`src/rtl/multicycle_core.sv`:
```
// -----------------------------------------------------------------------------
// multicycle_core
//   Multi-cycle RV32I-subset core (lw, sw, add, sub, and, or, slt, addi, beq,
//   jal). One FSM sequences every instruction through a shared ALU and a
//   single unified instruction/data memory port with a req/ready handshake.
//   An illegal instruction parks the core in HALT until reset.
//
// Parameters
//   RESET_PC   PC loaded on reset.
//   REG_COUNT  architectural registers, 16 (RV32E-style) or 32.
//
// Ports
//   clk        rising-edge clock
//   rst        asynchronous, active-low reset
//   mem_req    memory transaction request
//   mem_we     1 = write, 0 = read (valid while mem_req=1)
//   mem_addr   word-aligned byte address (0 when idle)
//   mem_wdata  store data (0 unless writing)
//   mem_rdata  read data, valid whenever mem_ready=1
//   mem_ready  completes the transaction on a rising edge with mem_req=1
//   halt       core stopped on an illegal instruction
//   pc_dbg     current PC
// -----------------------------------------------------------------------------
module multicycle_core #(
    parameter logic [31:0] RESET_PC  = 32'h0000_0000,
    parameter int          REG_COUNT = 32
) (
    input  logic        clk,
    input  logic        rst,
    output logic        mem_req,
    output logic        mem_we,
    output logic [31:0] mem_addr,
    output logic [31:0] mem_wdata,
    input  logic [31:0] mem_rdata,
    input  logic        mem_ready,
    output logic        halt,
    output logic [31:0] pc_dbg
);

    localparam bit SMALL_RF = (REG_COUNT == 16);
    localparam int IDX_W    = SMALL_RF ? 4 : 5;

    localparam logic [6:0] OP_LOAD   = 7'b0000011;
    localparam logic [6:0] OP_STORE  = 7'b0100011;
    localparam logic [6:0] OP_REG    = 7'b0110011;
    localparam logic [6:0] OP_IMM    = 7'b0010011;
    localparam logic [6:0] OP_BRANCH = 7'b1100011;
    localparam logic [6:0] OP_JAL    = 7'b1101111;

    typedef enum logic [3:0] {
        S_FETCH, S_DECODE, S_MEMADR, S_MEMREAD, S_MEMWB, S_MEMWRITE,
        S_EXEC_R, S_EXEC_I, S_ALUWB, S_BEQ, S_JAL, S_HALT
    } state_t;

    state_t      state, state_nx, dec_state;
    logic [31:0] pc, old_pc, ir, reg_a, reg_b, alu_out, mdr;
    logic [31:0] rf [REG_COUNT];

    logic [6:0]       opcode, funct7;
    logic [2:0]       funct3;
    logic [IDX_W-1:0] rs1, rs2, rd;
    logic [31:0]      imm_i, imm_s, imm_b, imm_j;
    logic             legal, use_rd, use_rs1, use_rs2, bad_reg;
    logic [31:0]      alu_y, rf_wd, addr_sel;
    logic             rf_we, mem_done;

    // Instruction fields and sign-extended immediates.
    assign opcode = ir[6:0];
    assign funct3 = ir[14:12];
    assign funct7 = ir[31:25];
    assign rd     = ir[7  +: IDX_W];
    assign rs1    = ir[15 +: IDX_W];
    assign rs2    = ir[20 +: IDX_W];
    assign imm_i  = {{20{ir[31]}}, ir[31:20]};
    assign imm_s  = {{20{ir[31]}}, ir[31:25], ir[11:7]};
    assign imm_b  = {{19{ir[31]}}, ir[31], ir[7], ir[30:25], ir[11:8], 1'b0};
    assign imm_j  = {{11{ir[31]}}, ir[31], ir[19:12], ir[20], ir[30:21], 1'b0};

    // Opcode/funct legality and the register fields each format really uses.
    always_comb begin
        // NOTE: every signal driven here gets a default first, so no path
        // leaves it unassigned and no latch is inferred.
        legal     = 1'b0;
        use_rd    = 1'b0;
        use_rs1   = 1'b0;
        use_rs2   = 1'b0;
        dec_state = S_HALT;
        case (opcode)
            OP_LOAD: begin
                legal = (funct3 == 3'b010); use_rd = 1'b1; use_rs1 = 1'b1;
                dec_state = S_MEMADR;
            end
            OP_STORE: begin
                legal = (funct3 == 3'b010); use_rs1 = 1'b1; use_rs2 = 1'b1;
                dec_state = S_MEMADR;
            end
            OP_REG: begin
                legal = ((funct7 == 7'b0000000) &&
                         (funct3 == 3'b000 || funct3 == 3'b010 ||
                          funct3 == 3'b110 || funct3 == 3'b111)) ||
                        ((funct7 == 7'b0100000) && (funct3 == 3'b000));
                use_rd = 1'b1; use_rs1 = 1'b1; use_rs2 = 1'b1;
                dec_state = S_EXEC_R;
            end
            OP_IMM: begin
                legal = (funct3 == 3'b000); use_rd = 1'b1; use_rs1 = 1'b1;
                dec_state = S_EXEC_I;
            end
            OP_BRANCH: begin
                legal = (funct3 == 3'b000); use_rs1 = 1'b1; use_rs2 = 1'b1;
                dec_state = S_BEQ;
            end
            OP_JAL: begin
                legal = 1'b1; use_rd = 1'b1;
                dec_state = S_JAL;
            end
            default: ;
        endcase
    end

    // A 16-register build rejects any used register field naming x16..x31.
    assign bad_reg = SMALL_RF && ((use_rd && ir[11]) || (use_rs1 && ir[19]) ||
                                  (use_rs2 && ir[24]));

    // Shared ALU: address generation, addi and the R-type operations.
    always_comb begin
        alu_y = reg_a + ((opcode == OP_STORE) ? imm_s : imm_i);
        if (state == S_EXEC_R) begin
            case (funct3)
                3'b000:  alu_y = funct7[5] ? (reg_a - reg_b) : (reg_a + reg_b);
                3'b010:  alu_y = {31'd0, $signed(reg_a) < $signed(reg_b)};
                3'b110:  alu_y = reg_a | reg_b;
                3'b111:  alu_y = reg_a & reg_b;
                default: alu_y = '0;
            endcase
        end
    end

    // Register-file write port (x0 is filtered at the write itself).
    always_comb begin
        rf_we = 1'b0;
        rf_wd = alu_out;
        case (state)
            S_MEMWB: begin rf_we = 1'b1; rf_wd = mdr; end
            S_ALUWB: rf_we = 1'b1;
            S_JAL:   begin rf_we = 1'b1; rf_wd = old_pc + 32'd4; end
            default: ;
        endcase
    end

    // Gating with rst keeps the port idle during reset even though the state
    // register already sits in FETCH, and drops a live request the instant
    // reset asserts.
    assign mem_req   = rst && (state == S_FETCH || state == S_MEMREAD ||
                               state == S_MEMWRITE);
    assign mem_we    = mem_req && (state == S_MEMWRITE);
    assign addr_sel  = (state == S_FETCH) ? pc : alu_out;
    assign mem_addr  = mem_req ? {addr_sel[31:2], 2'b00} : '0;
    assign mem_wdata = mem_we ? reg_b : '0;
    assign mem_done  = mem_req && mem_ready;
    assign halt      = (state == S_HALT);
    assign pc_dbg    = pc;

    // Next-state logic.
    always_comb begin
        state_nx = state;
        case (state)
            S_FETCH:    if (mem_done) state_nx = S_DECODE;
            S_DECODE:   state_nx = (legal && !bad_reg) ? dec_state : S_HALT;
            S_MEMADR:   state_nx = (opcode == OP_STORE) ? S_MEMWRITE : S_MEMREAD;
            S_MEMREAD:  if (mem_done) state_nx = S_MEMWB;
            S_MEMWRITE: if (mem_done) state_nx = S_FETCH;
            S_EXEC_R,
            S_EXEC_I:   state_nx = S_ALUWB;
            S_MEMWB,
            S_ALUWB,
            S_BEQ,
            S_JAL:      state_nx = S_FETCH;
            default:    state_nx = S_HALT;
        endcase
    end

    always_ff @(posedge clk or negedge rst) begin
        // NOTE: sequential state uses non-blocking assignments so every
        // register samples pre-edge values regardless of statement order.
        if (!rst) state <= S_FETCH;
        else      state <= state_nx;
    end

    always_ff @(posedge clk or negedge rst) begin
        if (!rst) begin
            pc      <= RESET_PC;
            old_pc  <= '0;
            ir      <= '0;
            reg_a   <= '0;
            reg_b   <= '0;
            alu_out <= '0;
            mdr     <= '0;
            // NOTE: the register file is architecturally zero after reset, so
            // it is built from flops and cleared here; a RAM macro could not be.
            for (int i = 0; i < REG_COUNT; i++) rf[i] <= '0;
        end else begin
            case (state)
                S_FETCH: if (mem_done) begin
                    ir     <= mem_rdata;
                    old_pc <= pc;
                    pc     <= pc + 32'd4;
                end
                S_DECODE: begin
                    reg_a <= rf[rs1];
                    reg_b <= rf[rs2];
                end
                S_MEMADR, S_EXEC_R, S_EXEC_I: alu_out <= alu_y;
                S_MEMREAD: if (mem_done) mdr <= mem_rdata;
                S_BEQ:     if (reg_a == reg_b) pc <= old_pc + imm_b;
                S_JAL:     pc <= old_pc + imm_j;
                default: ;
            endcase
            if (rf_we && rd != '0) rf[rd] <= rf_wd;
        end
    end

endmodule
```
`config.mk`:
```
export PLATFORM = sky130hd
export DESIGN_NAME = multicycle_core
export DESIGN_NICKNAME = d
export VERILOG_FILES = /design/src/rtl/multicycle_core.sv
export SDC_FILE = /design/constraint.sdc
export NUM_CORES = 2
export LEC_CHECK = 0
export ABC_CLOCK_PERIOD_IN_PS = 7200
export BUFFER_PORTS_ARGS = -buffer_cell sky130_fd_sc_hd__buf_2
export CORE_UTILIZATION = 44
export DETAILED_ROUTE_END_ITERATION = 10
export PLACE_DENSITY_LB_ADDON = 0.15
export SLEW_MARGIN = 15
export SYNTH_ARGS = -nofsm -noshare
export SYNTH_HDL_FRONTEND = slang
export SYNTH_SLANG_ARGS = --single-unit
```
`constraint.sdc`:
```
create_clock -name clk -period 7.2 [get_ports clk]
set_input_delay 1.08 -clock clk [delete_from_list [all_inputs] [get_ports clk]]
set_output_delay 1.08 -clock clk [all_outputs]
set_load 0.005 [all_outputs]
```
==> results.py <==
metrics = {
    "logic_synthesis": {
        "synthArstFlopShare_pct": 100,
        "synth_common_cells": "1252 x dfrtp_1, 933 x nand2_1, 771 x a21oi_1",
        "synth-seq-area-share_pct": 44.4,
        "synth_edf_count": 0,
        "yosysWarnings": 0,
        "netlist_area_um2": 70500,
        "syn_area_per_cell_um2": 10.5,
        "ys_ff_latch": 1252,
        "synthCells": 6710,
        "synthDistinctLibCells": 82,
        "synth_top_cell_area_share_pct": 44.4,
        "yosysMostFrequentCell": "dfrtp_1",
        "synth-main-ff-cell": "dfrtp_1",
        "synth.area.top_cells": "dfrtp_1 44%, mux4_2 20%, a21oi_1 5.5%",
        "yosys.area.top_type": "dfrtp_1",
    },
    "grt": {
        "grt_max_degree": 193,
        "busiest_layer": "met2",
        "grt_antenna_before_repair": 8,
        "grt-ovfl-total": 0,
        "use_met3_pct": 5.23,
        "grt_pass1_wl_um": 373000,
        "grt_pass1_vias": 52800,
        "use_met1_pct": 44.4,
        "grt_use_met2_pct": 49.1,
        "grt_usage_pct": 31.4,
    },
    "worst_setup_path": {
        "path_delay_family": "compound AO/OA/AOI/OAI gates",
        "critPathBufInv": 1,
        "critPathKind": "flip-flop to flip-flop",
        "cp_data_required_time_ns": 7.91,
        "max_stage_delay_ns": 0.46,
        "crit_chain": "nor2b_1 > nand2_1 > nor3_1 > buf_4 > mux2_2 > ha_1 > and2_1 > a221oi_1 > a21boi_0 > o21ai_0 > nand2_1 > a21oi_1 > o41ai_1 > a31oi_1 > o2111ai_1 > o211ai_1",
        "cp_max_fo": 9,
        "critPathMostFrequentCell": "nand2_1",
        "cp.arrival_ns": 5.34,
        "start_kind": "flip-flop",
        "end_kind": "flip-flop",
        "crit_path_top_delay_cell": "dfrtp_1",
    },
    "floorplanning": {
        "core_area_um2": 159000,
        "fp.dieW_um": 402,
        "die_y_um": 402,
        "fp-row-count": 146,
        "io_pins": 134,
        "initial_utilization_pct": 44.4,
        "die-area_um2": 162000,
    },
    "sta": {
        "finalCriticalPeriod_ns": 4.63,
        "rsz0062_at_grt": "no",
        "finalClockSkew_ns": 0.0319,
        "setup_viol": 0,
        "period_share_pct": 64.3,
        "slew_headroom_pct": 14.5,
        "fmax_mhz": 216,
        "final_hold_viol_count": 0,
        "timing.setup.tns_ns": 0,
        "maxSlewViolCount": 0,
        "worst_slew_pin_slew_ns": 1.28,
    },
    "clocking": {
        "cts.sinks": 1252,
        "root_buffer": "clkbuf_16",
        "clock_latency_ns": 0.80,
        "htreeDepth": 4,
        "numCtsBuffers": 141,
        "postCtsSetupBuffers": 0,
        "cts_tree": "yes",
        "clk_pin_slew_ns": 0.06,
        "ctsHoldBuffers": 0,
        "cts_buffer_depth": 3,
        "post_cts_resize_count": 0,
    },
    "hold_path": {
        "hold_class": "primary input to async pin",
    },
    "power_and_ir_drop": {
        "p_leak_nw": 33.5,
        "power_density_nw_per_um2": 467,
        "pwr-share-seq_pct": 33.0,
        "irDropWorstVdd_uv": 323,
        "p_sw_share_pct": 43.6,
        "power.share.clock_pct": 20.3,
        "p_comb_share_pct": 46.7,
        "p_int_mw": 20.5,
        "switching_power_mw": 15.9,
    },
    "placed_design": {
        "numPortBuffers": 131,
        "hpwl_um": 158000,
        "dp_cells": 8423,
        "gp_congestion": 1.01,
    },
    "drt": {
        "drtAntennaViolNets": 0,
        "vias": 54200,
        "drc": 0,
        "routed_via_density": 6.26,
        "wire_per_inst_um": 29.1,
        "drtIter0Drc": 5877,
        "drt_wl_total_um": 253000,
        "first_pass_iters": 6,
    },
    "final_layout": {
        "fin_nets": 6692,
        "multiInputGateArea_um2": 37000,
        "fin_cells": 8669,
        "drive_above_1_share_pct": 19.3,
        "final.fill_count": 14400,
        "area.sequential_um2": 31400,
        "area.growth.synth_to_final_pct": 10.5,
    },
    "status": {
        "outcome": "finished clean",
    },
    "run": {
        "cap_violations": 0,
    },
}
-- final timing paths --
check / from / endpoint / slack, ns / cells past startpoint
max: ir[6] / alu_out[31] / 2.57 / 16
min in group clk: rf[1004] / rf[1004] / 0.39 / 0
max reg2reg: ir[6] / alu_out[31] / 2.57 / 16
max in group asynchronous: rst / rf[970] / 3.69 / 4
min reg2reg: rf[1004] / rf[1004] / 0.39 / 0
min: rst / pc_dbg[22] / 0.23 / 1
-- worst register-to-register path: stages, from the launching register on --
cell	delay, ns
dfrtp_1	0.46
nor2b_1	0.20
nand2_1	0.09
nor3_1	0.43
buf_4	0.24
mux2_2	0.34
ha_1	0.33
and2_1	0.19
a221oi_1	0.40
a21boi_0	0.27
o21ai_0	0.31
nand2_1	0.15
a21oi_1	0.42
o41ai_1	0.18
a31oi_1	0.27
o2111ai_1	0.16
o211ai_1	0.13
-- cells in the final DEF, fill, tap and decap left out, drive strengths merged, types with 37 or more instances in the layout --
master,netlist,final
inv,112,118
ha,159,159
xnor2,59,59
a221oi,44,44
xor2,38,38
a21o,37,37
nor3,52,52
nand3,60,60
mux4,640,640
clkbuf,520,200
mux2i,70,70
nand2,933,933
buf,106,266
o21ai,655,655
and2,39,39
mux2,42,42
a21oi,771,771
dfrtp,1252,1252
nor2,739,739
-- power by group through the flow --
stage | Combinational [mW] | Sequential (mW) | Clock [mW]
floorplan | 12.5 | 10.4 | 0
detailed placement | 16.8 | 12.0 | 0
global placement | 16.7 | 11.9 | 0
finish | 17.0 | 12.0 | 7.40
global route | 18.3 | 12.2 | 7.79
CTS | 16.8 | 11.9 | 7.51
-- area by class of cell --
cell class | instances | area share (%)
Clock inverter | 44 | 0.708
Timing Repair Buffer | 266 | 2.34
Clock buffer | 200 | 5.27
Sequential cell | 1252 | 40.3
Inverter | 112 | 0.540
Multi-Input combinational cell | 4721 | 47.5
Tap cell | 2072 | 3.33
Antenna cell | 2 | 0.00643
-- routing by layer --
| layer | routed length [um] | part of all wire (%) |
|---|---|---|
| met5 | 0 | 0 |
| met1 | 108000 | 43 |
| met2 | 117000 | 46 |
| met3 | 17700 | 7.0 |
| met4 | 9520 | 3.8 |
-- kinds of logic after synthesis --
group / share of synthesized area [%]
other: 0.00532
AO/OA/AOI/OAI: 13.7
multiplexers: 22.1
buffers and inverters: 4.05
XOR/XNOR: 1.21
flip-flops: 44.4
AND/OR/NAND/NOR: 11.6
adder cells (fa/ha/maj): 2.94
-- metrics by stage --
stage               instance area (um^2)  utilization, %  power, mW  worst slack (ns)  hold slack, ns
global route                       77900            49.1       38.3              2.19           0.263
finish                             77900            49.1       36.4              2.57           0.234
detailed placement                 73200            46.1       28.8              2.60           0.382
CTS                                77900            49.1       36.3              2.62           0.225
floorplan                          70500               -       22.9              3.24           0.441
global placement                   73200            46.1       28.7              2.64           0.376
-- state kept, by name, summed over array words and instances, names as in the netlist --
signal and flops:
alu_out 32, ir 32, mdr 32, old_pc 32, pc_dbg 32, reg_a 32, reg_b 32, rf 1024
state 4
Power figures use the tool's default switching activity.
